### src/rtl/shuttle_if.sv
// Shuttle dispatcher bus: strobes and requests into the dispatcher, position/status/pulse outputs back.
interface shuttle_if;
    logic       tick;
    logic       req_b1;
    logic       req_b2;
    logic       refuel_req;
    logic [6:0] pos;
    logic       dir;
    logic [1:0] state;
    logic [1:0] wait_b1;
    logic [1:0] wait_b2;
    logic [1:0] load;
    logic       fare_valid;
    logic [6:0] fare;
    logic       refuel_ack;
    logic       drop;

    modport master (
        output tick, req_b1, req_b2, refuel_req,
        input  pos, dir, state, wait_b1, wait_b2, load, fare_valid, fare, refuel_ack, drop
    );

    modport slave (
        input  tick, req_b1, req_b2, refuel_req,
        output pos, dir, state, wait_b1, wait_b2, load, fare_valid, fare, refuel_ack, drop
    );
endinterface

### src/rtl/shuttle_dispatcher.sv
// Two-stop shuttle controller: queues riders at B1/B2, boards, runs a 7-slot track with a refuel hold at the middle.
// Optional idle-return to B1 when sitting empty at B2 is enabled by defining AUTO_RETURN_EN.
//
// state  | meaning
// IDLE   | parked at B1 or B2, waiting for a rider at either stop
// BOARD  | riders taken on, first move pending
// RUN    | moving one slot per tick, may hold at the station
// ALIGHT | at the far stop, unload and turn around
module shuttle_dispatcher #(
    parameter int RETURN_TICKS = 8
) (
    input logic      clk,
    input logic      rst,
    shuttle_if.slave bus
);
    typedef enum logic [1:0] {
        S_IDLE   = 2'd0,
        S_BOARD  = 2'd1,
        S_RUN    = 2'd2,
        S_ALIGHT = 2'd3
    } state_t;

    state_t     state_q, state_d;
    logic       at_b1;
    logic [1:0] wait_here, wait_other;
    logic [6:0] pos_step;
    logic [6:0] fare_calc;
    logic       auto_go, board_go, move, refuel_hold, alight;
    logic       clr_b1, clr_b2;

    if (RETURN_TICKS < 1) begin : g_bad_param
        $error("RETURN_TICKS must be at least 1");
    end

    assign at_b1      = bus.pos[0];
    assign wait_here  = at_b1 ? bus.wait_b1 : bus.wait_b2;
    assign wait_other = at_b1 ? bus.wait_b2 : bus.wait_b1;
    assign bus.state  = state_q;

    // Ends saturate so pos can never walk off the track.
    always_comb begin
        pos_step = bus.pos;
        if (bus.dir) begin
            if (!bus.pos[0]) pos_step = bus.pos >> 1;
        end else begin
            if (!bus.pos[6]) pos_step = bus.pos << 1;
        end
    end

    always_ff @(posedge clk or posedge rst) begin
        if (rst) state_q <= S_IDLE;
        else     state_q <= state_d;
    end

    always_comb begin
        state_d = state_q;
        if (bus.tick) begin
            case (state_q)
                S_IDLE:   if (wait_here != 2'd0 || wait_other != 2'd0 || auto_go) state_d = S_BOARD;
                S_BOARD:  state_d = S_RUN;
                S_RUN:    if (!refuel_hold && (pos_step[0] || pos_step[6])) state_d = S_ALIGHT;
                S_ALIGHT: state_d = S_IDLE;
                default:  state_d = S_IDLE;
            endcase
        end
    end

    always_comb begin
        refuel_hold = (state_q == S_RUN) && bus.pos[3] && bus.refuel_req;
        board_go    = bus.tick && (state_q == S_IDLE) && (state_d == S_BOARD);
        move        = bus.tick && ((state_q == S_BOARD) || ((state_q == S_RUN) && !refuel_hold));
        alight      = bus.tick && (state_q == S_ALIGHT);
        clr_b1      = board_go && at_b1;
        clr_b2      = board_go && !at_b1;
    end

    always_comb begin
        case (wait_here)
            2'd1:    fare_calc = at_b1 ? 7'd30 : 7'd20;
            2'd2:    fare_calc = at_b1 ? 7'd60 : 7'd40;
            default: fare_calc = 7'd0;
        endcase
    end

`ifdef AUTO_RETURN_EN
    localparam int RW = $clog2(RETURN_TICKS + 1);
    logic [RW-1:0] rt_cnt;
    logic          rt_arm, any_req;

    assign rt_arm  = (state_q == S_IDLE) && bus.pos[6] && (bus.load == 2'd0)
                     && (bus.wait_b1 == 2'd0) && (bus.wait_b2 == 2'd0);
    assign any_req = bus.req_b1 || bus.req_b2;
    assign auto_go = rt_arm && bus.tick && !any_req && (rt_cnt == RW'(1));

    always_ff @(posedge clk or posedge rst) begin
        if (rst)                    rt_cnt <= RW'(RETURN_TICKS);
        else if (!rt_arm || any_req) rt_cnt <= RW'(RETURN_TICKS);
        else if (bus.tick)          rt_cnt <= (rt_cnt == RW'(1)) ? RW'(RETURN_TICKS) : rt_cnt - RW'(1);
    end
`else
    assign auto_go = 1'b0;
`endif

    always_ff @(posedge clk or posedge rst) begin
        if (rst) begin
            bus.pos        <= 7'b0000001;
            bus.dir        <= 1'b0;
            bus.load       <= 2'd0;
            bus.wait_b1    <= 2'd0;
            bus.wait_b2    <= 2'd0;
            bus.fare       <= 7'd0;
            bus.fare_valid <= 1'b0;
            bus.refuel_ack <= 1'b0;
            bus.drop       <= 1'b0;
        end else begin
            bus.fare_valid <= board_go && (wait_here != 2'd0);
            bus.refuel_ack <= bus.tick && refuel_hold;
            bus.drop       <= (bus.req_b1 && bus.wait_b1 == 2'd2 && !clr_b1)
                           || (bus.req_b2 && bus.wait_b2 == 2'd2 && !clr_b2);

            if (move) bus.pos <= pos_step;

            if (board_go) begin
                bus.load <= wait_here;
                if (wait_here != 2'd0) bus.fare <= fare_calc;
            end

            if (alight) begin
                bus.load <= 2'd0;
                bus.dir  <= ~bus.dir;
            end

            // A request landing on the boarding cycle stays queued for the next trip.
            if (clr_b1)                                bus.wait_b1 <= {1'b0, bus.req_b1};
            else if (bus.req_b1 && bus.wait_b1 != 2'd2) bus.wait_b1 <= bus.wait_b1 + 2'd1;

            if (clr_b2)                                bus.wait_b2 <= {1'b0, bus.req_b2};
            else if (bus.req_b2 && bus.wait_b2 != 2'd2) bus.wait_b2 <= bus.wait_b2 + 2'd1;
        end
    end
endmodule

### src/flat_wrapper.sv
// flat-port wrapper written by rule: the top's interface ports become plain ports
module shuttle_dispatcher_flat 
#(
    parameter int RETURN_TICKS = 8
)
  (clk, rst, bus_tick, bus_req_b1, bus_req_b2, bus_refuel_req, bus_pos, bus_dir, bus_state, bus_wait_b1, bus_wait_b2, bus_load, bus_fare_valid, bus_fare, bus_refuel_ack, bus_drop);
  shuttle_if bus_i ();
  input logic clk;
  input logic rst;
  input wire logic [$bits(bus_i.tick)-1:0] bus_tick;
  input wire logic [$bits(bus_i.req_b1)-1:0] bus_req_b1;
  input wire logic [$bits(bus_i.req_b2)-1:0] bus_req_b2;
  input wire logic [$bits(bus_i.refuel_req)-1:0] bus_refuel_req;
  output wire logic [$bits(bus_i.pos)-1:0] bus_pos;
  output wire logic [$bits(bus_i.dir)-1:0] bus_dir;
  output wire logic [$bits(bus_i.state)-1:0] bus_state;
  output wire logic [$bits(bus_i.wait_b1)-1:0] bus_wait_b1;
  output wire logic [$bits(bus_i.wait_b2)-1:0] bus_wait_b2;
  output wire logic [$bits(bus_i.load)-1:0] bus_load;
  output wire logic [$bits(bus_i.fare_valid)-1:0] bus_fare_valid;
  output wire logic [$bits(bus_i.fare)-1:0] bus_fare;
  output wire logic [$bits(bus_i.refuel_ack)-1:0] bus_refuel_ack;
  output wire logic [$bits(bus_i.drop)-1:0] bus_drop;
  assign bus_i.tick = bus_tick;
  assign bus_i.req_b1 = bus_req_b1;
  assign bus_i.req_b2 = bus_req_b2;
  assign bus_i.refuel_req = bus_refuel_req;
  assign bus_pos = bus_i.pos;
  assign bus_dir = bus_i.dir;
  assign bus_state = bus_i.state;
  assign bus_wait_b1 = bus_i.wait_b1;
  assign bus_wait_b2 = bus_i.wait_b2;
  assign bus_load = bus_i.load;
  assign bus_fare_valid = bus_i.fare_valid;
  assign bus_fare = bus_i.fare;
  assign bus_refuel_ack = bus_i.refuel_ack;
  assign bus_drop = bus_i.drop;
  shuttle_dispatcher #(.RETURN_TICKS(RETURN_TICKS)) u_core (.clk(clk), .rst(rst), .bus(bus_i));
endmodule
### config.mk
export PLATFORM = sky130hd
export DESIGN_NAME = shuttle_dispatcher_flat
export DESIGN_NICKNAME = d
export VERILOG_FILES = /design/src/rtl/shuttle_if.sv /design/src/rtl/shuttle_dispatcher.sv /design/src/flat_wrapper.sv
export SDC_FILE = /design/constraint.sdc
export NUM_CORES = 1
export LEC_CHECK = 0
export CORE_MARGIN = 1.5
export CORE_UTILIZATION = 35
export DETAILED_ROUTE_END_ITERATION = 6
export DONT_BUFFER_PORTS = 1
export GPL_ROUTABILITY_DRIVEN = 0
export HOLD_SLACK_MARGIN = 0.08
export MAX_ROUTING_LAYER = met4
export SETUP_SLACK_MARGIN = 0.1
export SYNTH_ARGS = -nofsm -noshare
export SYNTH_HDL_FRONTEND = slang
export SYNTH_SLANG_ARGS = --single-unit
### constraint.sdc
create_clock -name clk -period 4.4 [get_ports clk]
set_input_delay 0.66 -clock clk [delete_from_list [all_inputs] [get_ports clk]]
set_output_delay 0.66 -clock clk [all_outputs]
set_load 0.1 [all_outputs]
==> results of run 1 <==
-- state kept, by name, summed over array words and instances, names as in the netlist --
name / flops
u_core.bus.pos: 7
u_core.bus.fare: 4
u_core.bus.load: 2
u_core.bus.state: 2
u_core.bus.wait_b1: 2
u_core.bus.wait_b2: 2
u_core.bus.dir: 1
u_core.bus.drop: 1
u_core.bus.fare_valid: 1
u_core.bus.refuel_ack: 1
-- metrics by stage --
stage                     cells  cell area, sq um  hold WS, ns
after floorplan             152              1455       0.6612
after global placement      198              1494       0.6623
after detailed placement    198              1494       0.6814
after CTS                   202              1539       0.5036
after global routing        202              1539       0.5179
final                       202              1539       0.4678
-- critical path: cells and delay by family, from the launching register on --
| family | cells | cell delay [ns] |
|---|---|---|
| flip-flops | 1 | 1.03 |
| AND/OR/NAND/NOR | 3 | 0.97 |
| adder cells (fa/ha/maj) | 1 | 0.40 |
| multiplexers | 1 | 0.34 |
| buffers and inverters | 1 | 0.31 |
-- layout by cell type, fill, tap and decap left out, types with 3 or more instances in the layout --
cell / instances
o21ai_0: 8
nor3_1: 5
nand2_1: 10
a31o_2: 3
a31oi_1: 4
inv_1: 12
o2bb2ai_1: 3
a21oi_1: 7
ha_1: 11
mux2_4: 3
buf_4: 4
dfrtp_1: 21
nor2_1: 9
a22oi_1: 3
o31a_1: 3
a211oi_1: 3
clkbuf_8: 3
nor2b_1: 3
o31ai_1: 3
-- layer usage --
layer  up-vias  GRT usage  part of all wire
met5         -          -                 0
met4         0    0.02296            0.0040
met3         2    0.05167             0.063
met2        36     0.2686              0.47
met1       573     0.2066              0.46
li1        551          -                 -
-- worst paths after layout --
check                                 startpoint               endpoint  slack, ns  cells after the start
setup / recovery             u_core.bus.state[0]     u_core.bus.fare[4]       1.23                      6
hold / removal                               rst      u_core.bus.pos[1]       0.47                      1
setup reg to reg             u_core.bus.state[0]     u_core.bus.fare[4]       1.23                      6
hold reg to reg            u_core.bus.wait_b2[0]  u_core.bus.wait_b2[1]       0.68                      3
max in group asynchronous                    rst     u_core.bus.fare[4]       3.34                      1
min in group clk                        bus_tick    u_core.bus.state[1]       0.51                      1
-- layout make-up --
type	instances	area, sq um	area share
tap	50	62.56	0.04065
clock buffer	4	45.04	0.02927
sequential	23	578.1	0.3756
multi-input combinational	109	778.2	0.5057
inverter	12	45.04	0.02927
timing repair buffer	4	30.03	0.01951
-- kinds of logic (layout without fill, tap and decap cells) --
| family | Yosys count | after routing | share of synthesized area |
|---|---|---|---|
| and+or+nand+nor | 43 | 43 | 0.1578 |
| adders and majority gates | 11 | 11 | 0.09483 |
| muxes | 4 | 4 | 0.03879 |
| other | 1 | 2 | 0.002584 |
| buffers and inverters | 20 | 20 | 0.06896 |
| xor gates and xnor gates | 1 | 1 | 0.006036 |
| AOI/OAI and AO/OA | 48 | 48 | 0.2336 |
| DFF | 23 | 23 | 0.3974 |
-- cell usage after synthesis, types with 2 or more instances --
| master | count | share of area |
|---|---|---|
| nand4_1 | 2 | 0.0086 |
| a211oi_1 | 3 | 0.016 |
| and2_1 | 2 | 0.0086 |
| or3_1 | 2 | 0.0086 |
| mux2_4 | 3 | 0.031 |
| nor3b_1 | 2 | 0.010 |
| nor2b_1 | 3 | 0.013 |
| o31a_1 | 3 | 0.018 |
| o2bb2ai_1 | 3 | 0.018 |
| nand2_1 | 10 | 0.026 |
| nor2_1 | 9 | 0.023 |
| nor3_1 | 5 | 0.017 |
| ha_1 | 11 | 0.095 |
| o31ai_1 | 3 | 0.016 |
| dfrtp_1 | 22 | 0.38 |
| buf_2 | 2 | 0.0069 |
| o211ai_1 | 2 | 0.010 |
| a31o_2 | 3 | 0.018 |
| o21ai_0 | 8 | 0.028 |
| a31oi_1 | 4 | 0.017 |
| buf_4 | 4 | 0.021 |
| a22oi_1 | 3 | 0.016 |
| nand3_1 | 2 | 0.0069 |
| a21oi_1 | 7 | 0.024 |
| inv_1 | 12 | 0.031 |
==> results.yml, run 1 <==
run_status:
  status: "completed"
cts:
  cts_root_buf: "clkbuf_8"
  clock_latency_ns: 0.26
  cts_tree: "yes"
  ctsHtreeMaxLevel: 1
  hold_buffers: 0
  cts_resized: 0
  post_cts_buffers: 0
  cts_buffers: 3
  cts_buffer_depth: 2
  clock_sinks: 23
  clk_pin_slew_worst_paths_ns: 0.08
timing:
  post-route-period-util: 0.7196
  tightest_slew_ns: 1.183
  drv_slew: 0
  max_freq_mhz: 315.8
  finalWorstSetupSlack_ns: 1.234
  setup_viol: 0
  rsz0062_at_grt: "false"
  slew_headroom: 0.2116
  hold_viol_final: 0
  fin_crit_ns: 3.166
  fin_skew_ns: 0.003555
  setup_tns_ns: 0
setup_path:
  cp_data_required_time_ns: 4.55
  slowest_delay_ns: 1.03
  crit_type: "register to register"
  path_max_fanout: 6
  startpoint_type: "register"
  path_cells: "inv_1 > ha_1 > nand3b_2 > or2_0 > or3_1 > mux2_4"
  critPathArrivalTime_ns: 3.32
  crit_path_end_kind: "register"
  critPathSlowestCell: "dfrtp_1"
floorplanning:
  die_area_sq_mm: 0.004542
  die-width_um: 67.40
  io_pins: 32
  coreArea_sq_mm: 0.004000
  die_h_um: 67.40
  initial_core_util: 0.3628
  std_cell_rows: 23
synthesis:
  async_reset_ff_frac: 1.000
  synth-seq-cells: 23
  synth-edff-count: 0
  yosysUniqueCellTypes: 46
  synth_area_sq_mm: 0.001451
  synthFlopType: "dfrtp_1"
  syn_inst: 151
  seq_area_frac_synth: 0.3974
  ys.warnings.count: 0
  syn_area_per_cell_sq_um: 9.612
place:
  hpwl_mm: 2.472
  dpl_worst_slack_ns: 1.267
  portBuffers: 0
drt:
  vias: 1162
  drcViolationCount: 0
  drt_iter0_drc: 28
  via_per_inst: 5.752
  drt_wl_total_mm: 3.254
  dr.pass1.iters: 4
  wl_per_cell_um: 16.11
  postRouteAntennaNets: 0
grt:
  grt_pass1_wl_mm: 5.568
  antenna_found_initial: 0
  grt_pass1_vias: 1156
  grt_use_total: 0.1651
  grt_max_degree: 24
  gr-total-overflow: 0
final_layout:
  drive_above_1_share: 0.1184
  num_antenna_cells: 0
  nets: 170
  post-route-util: 0.3847
  syn2layout_area_growth_pct: 6.035
  fill_cells: 404
job:
  cap_violations: 0
hold_path:
  hold_class: "primary input to async pin"
Power of run 1 is not shown: default switching activity piles up to over one toggle a cycle in this logic, so the estimate is an artifact.
==> inputs of run 2 (changes only) <==
==> constraint.sdc (replaced) <==
create_clock -name clk -period 3.3 [get_ports clk]
set_input_delay 0.495 -clock clk [delete_from_list [all_inputs] [get_ports clk]]
set_output_delay 0.495 -clock clk [all_outputs]
set_load 0.1 [all_outputs]
==> results.yml, run 2 (synthesized netlist as in run 1, its figures left out) <==
setup_path:
  worst-path-buf-inv: 1
  slowest_delay_ns: 1.08
  critPathArrivalTime_ns: 2.90
  critPathSlowestCell: "dfstp_2"
  startpoint_type: "register"
  path_cells: "mux2_2 > inv_1 > ha_1 > o2111ai_1 > a31o_2 > a31oi_1"
  crit_path_end_kind: "register"
  crit_type: "register to register"
  path_max_fanout: 20
  cpLargestDelayFamily: "flip-flops"
  cp_data_required_time_ns: 3.49
cts:
  clock_latency_ns: 0.26
  ctsHtreeMaxLevel: 1
  cts_root_buf: "clkbuf_8"
  cts_resized: 0
  cts_buffers: 3
  post_cts_buffers: 0
  cts_tree: "yes"
  cts_buffer_depth: 2
  clk_pin_slew_worst_paths_ns: 0.08
  clock_sinks: 23
  hold_buffers: 0
final_layout:
  syn2layout_area_growth_pct: 9.655
  post-route-util: 0.3979
  most-common-layout-cells: "21 x dfrtp_1, 12 x inv_1, 11 x ha_1, 11 x buf_4, 10 x nand2_1"
  largest_register_ffs: 7
  finalNonFillerCells: 209
  regMostFlops: "u_core.bus.pos"
  drive_above_1_share: 0.1572
  nets: 177
  final_common_cell: "dfrtp_1"
  num_antenna_cells: 0
  fill_cells: 389
  multi_input_area_sq_um: 778.2
  reg.largest.list: "u_core.bus.pos: 7 flops, u_core.bus.fare: 4 flops"
  regArea_sq_um: 578.1
run_status:
  status: "completed"
timing:
  fin_skew_ns: 0.002032
  tightest_slew_ns: 0.9768
  slew_headroom: 0.3488
  fin_crit_ns: 2.717
  setup_viol: 0
  max_freq_mhz: 368.1
  setup_tns_ns: 0
  rsz0062_at_grt: "false"
  drv_slew: 0
  post-route-period-util: 0.8232
  whs_ns: 0.3082
  hold_viol_final: 0
drt:
  drt_iter0_drc: 52
  postRouteAntennaNets: 0
  drcViolationCount: 0
  dr.pass1.iters: 4
  drt_wl_total_mm: 3.268
  wl_per_cell_um: 15.64
  vias: 1191
  via_per_inst: 5.699
grt:
  grt_pass1_wl_mm: 5.444
  gr-total-overflow: 0
  grt_pass1_vias: 1190
  grt_use_total: 0.1633
  grt_max_degree: 24
  antenna_found_initial: 0
place:
  portBuffers: 0
  hpwl_mm: 2.481
  dp_cells: 205
floorplanning:
  die_h_um: 67.40
  die-width_um: 67.40
  io_pins: 32
  std_cell_rows: 23
  die_area_sq_mm: 0.004542
  coreArea_sq_mm: 0.004000
  initial_core_util: 0.3628
hold_path:
  hold_class: "primary input to async pin"
job:
  cap_violations: 0
==> run 2: final timing paths <==
path	startpoint	end	slack (ns)	cells after the start
setup / recovery	u_core.bus.pos[0]	u_core.bus.wait_b1[0]	0.58	6
hold / removal	rst	u_core.bus.fare[4]	0.31	1
setup reg to reg	u_core.bus.pos[0]	u_core.bus.wait_b1[0]	0.58	6
hold reg to reg	u_core.bus.state[1]	u_core.bus.state[1]	0.67	2
max in group asynchronous	rst	u_core.bus.fare[4]	2.39	1
min in group clk	bus_tick	u_core.bus.state[1]	0.33	1
==> run 2: stage by stage <==
stage / setup slack, ns / instance area, sq um
floorplan: 0.3623 / 1455
global placement: 0.7147 / 1546
detailed placement: 0.6348 / 1546
CTS: 0.6100 / 1592
global route: 0.4266 / 1592
finish: 0.5834 / 1592
==> run 2: area by class of cell <==
| type | instances | area share |
|---|---|---|
| multi-input combinational | 109 | 0.4890 |
| clock buffer | 4 | 0.02830 |
| tap | 50 | 0.03931 |
| inverter | 12 | 0.02830 |
| timing repair buffer | 11 | 0.05189 |
| sequential | 23 | 0.3632 |
==> run 2: worst register-to-register path: stages, from the launching register on <==
cell	delay [ns]
dfstp_2	1.08
mux2_2	0.46
inv_1	0.11
ha_1	0.23
o2111ai_1	0.28
a31o_2	0.32
a31oi_1	0.16
==> run 2: routing by layer <==
layer  part of all wire  vias to the layer above  GRT usage  wire (um)
li1                   -                      567          -          -
met5                  0                        -          -          0
met1               0.42                      552     0.1821       1384
met4              0.017                        0    0.05102         55
met2               0.46                       61     0.2686       1514
met3              0.096                       11    0.06500        313
Power of run 2 is left out for the same reason.
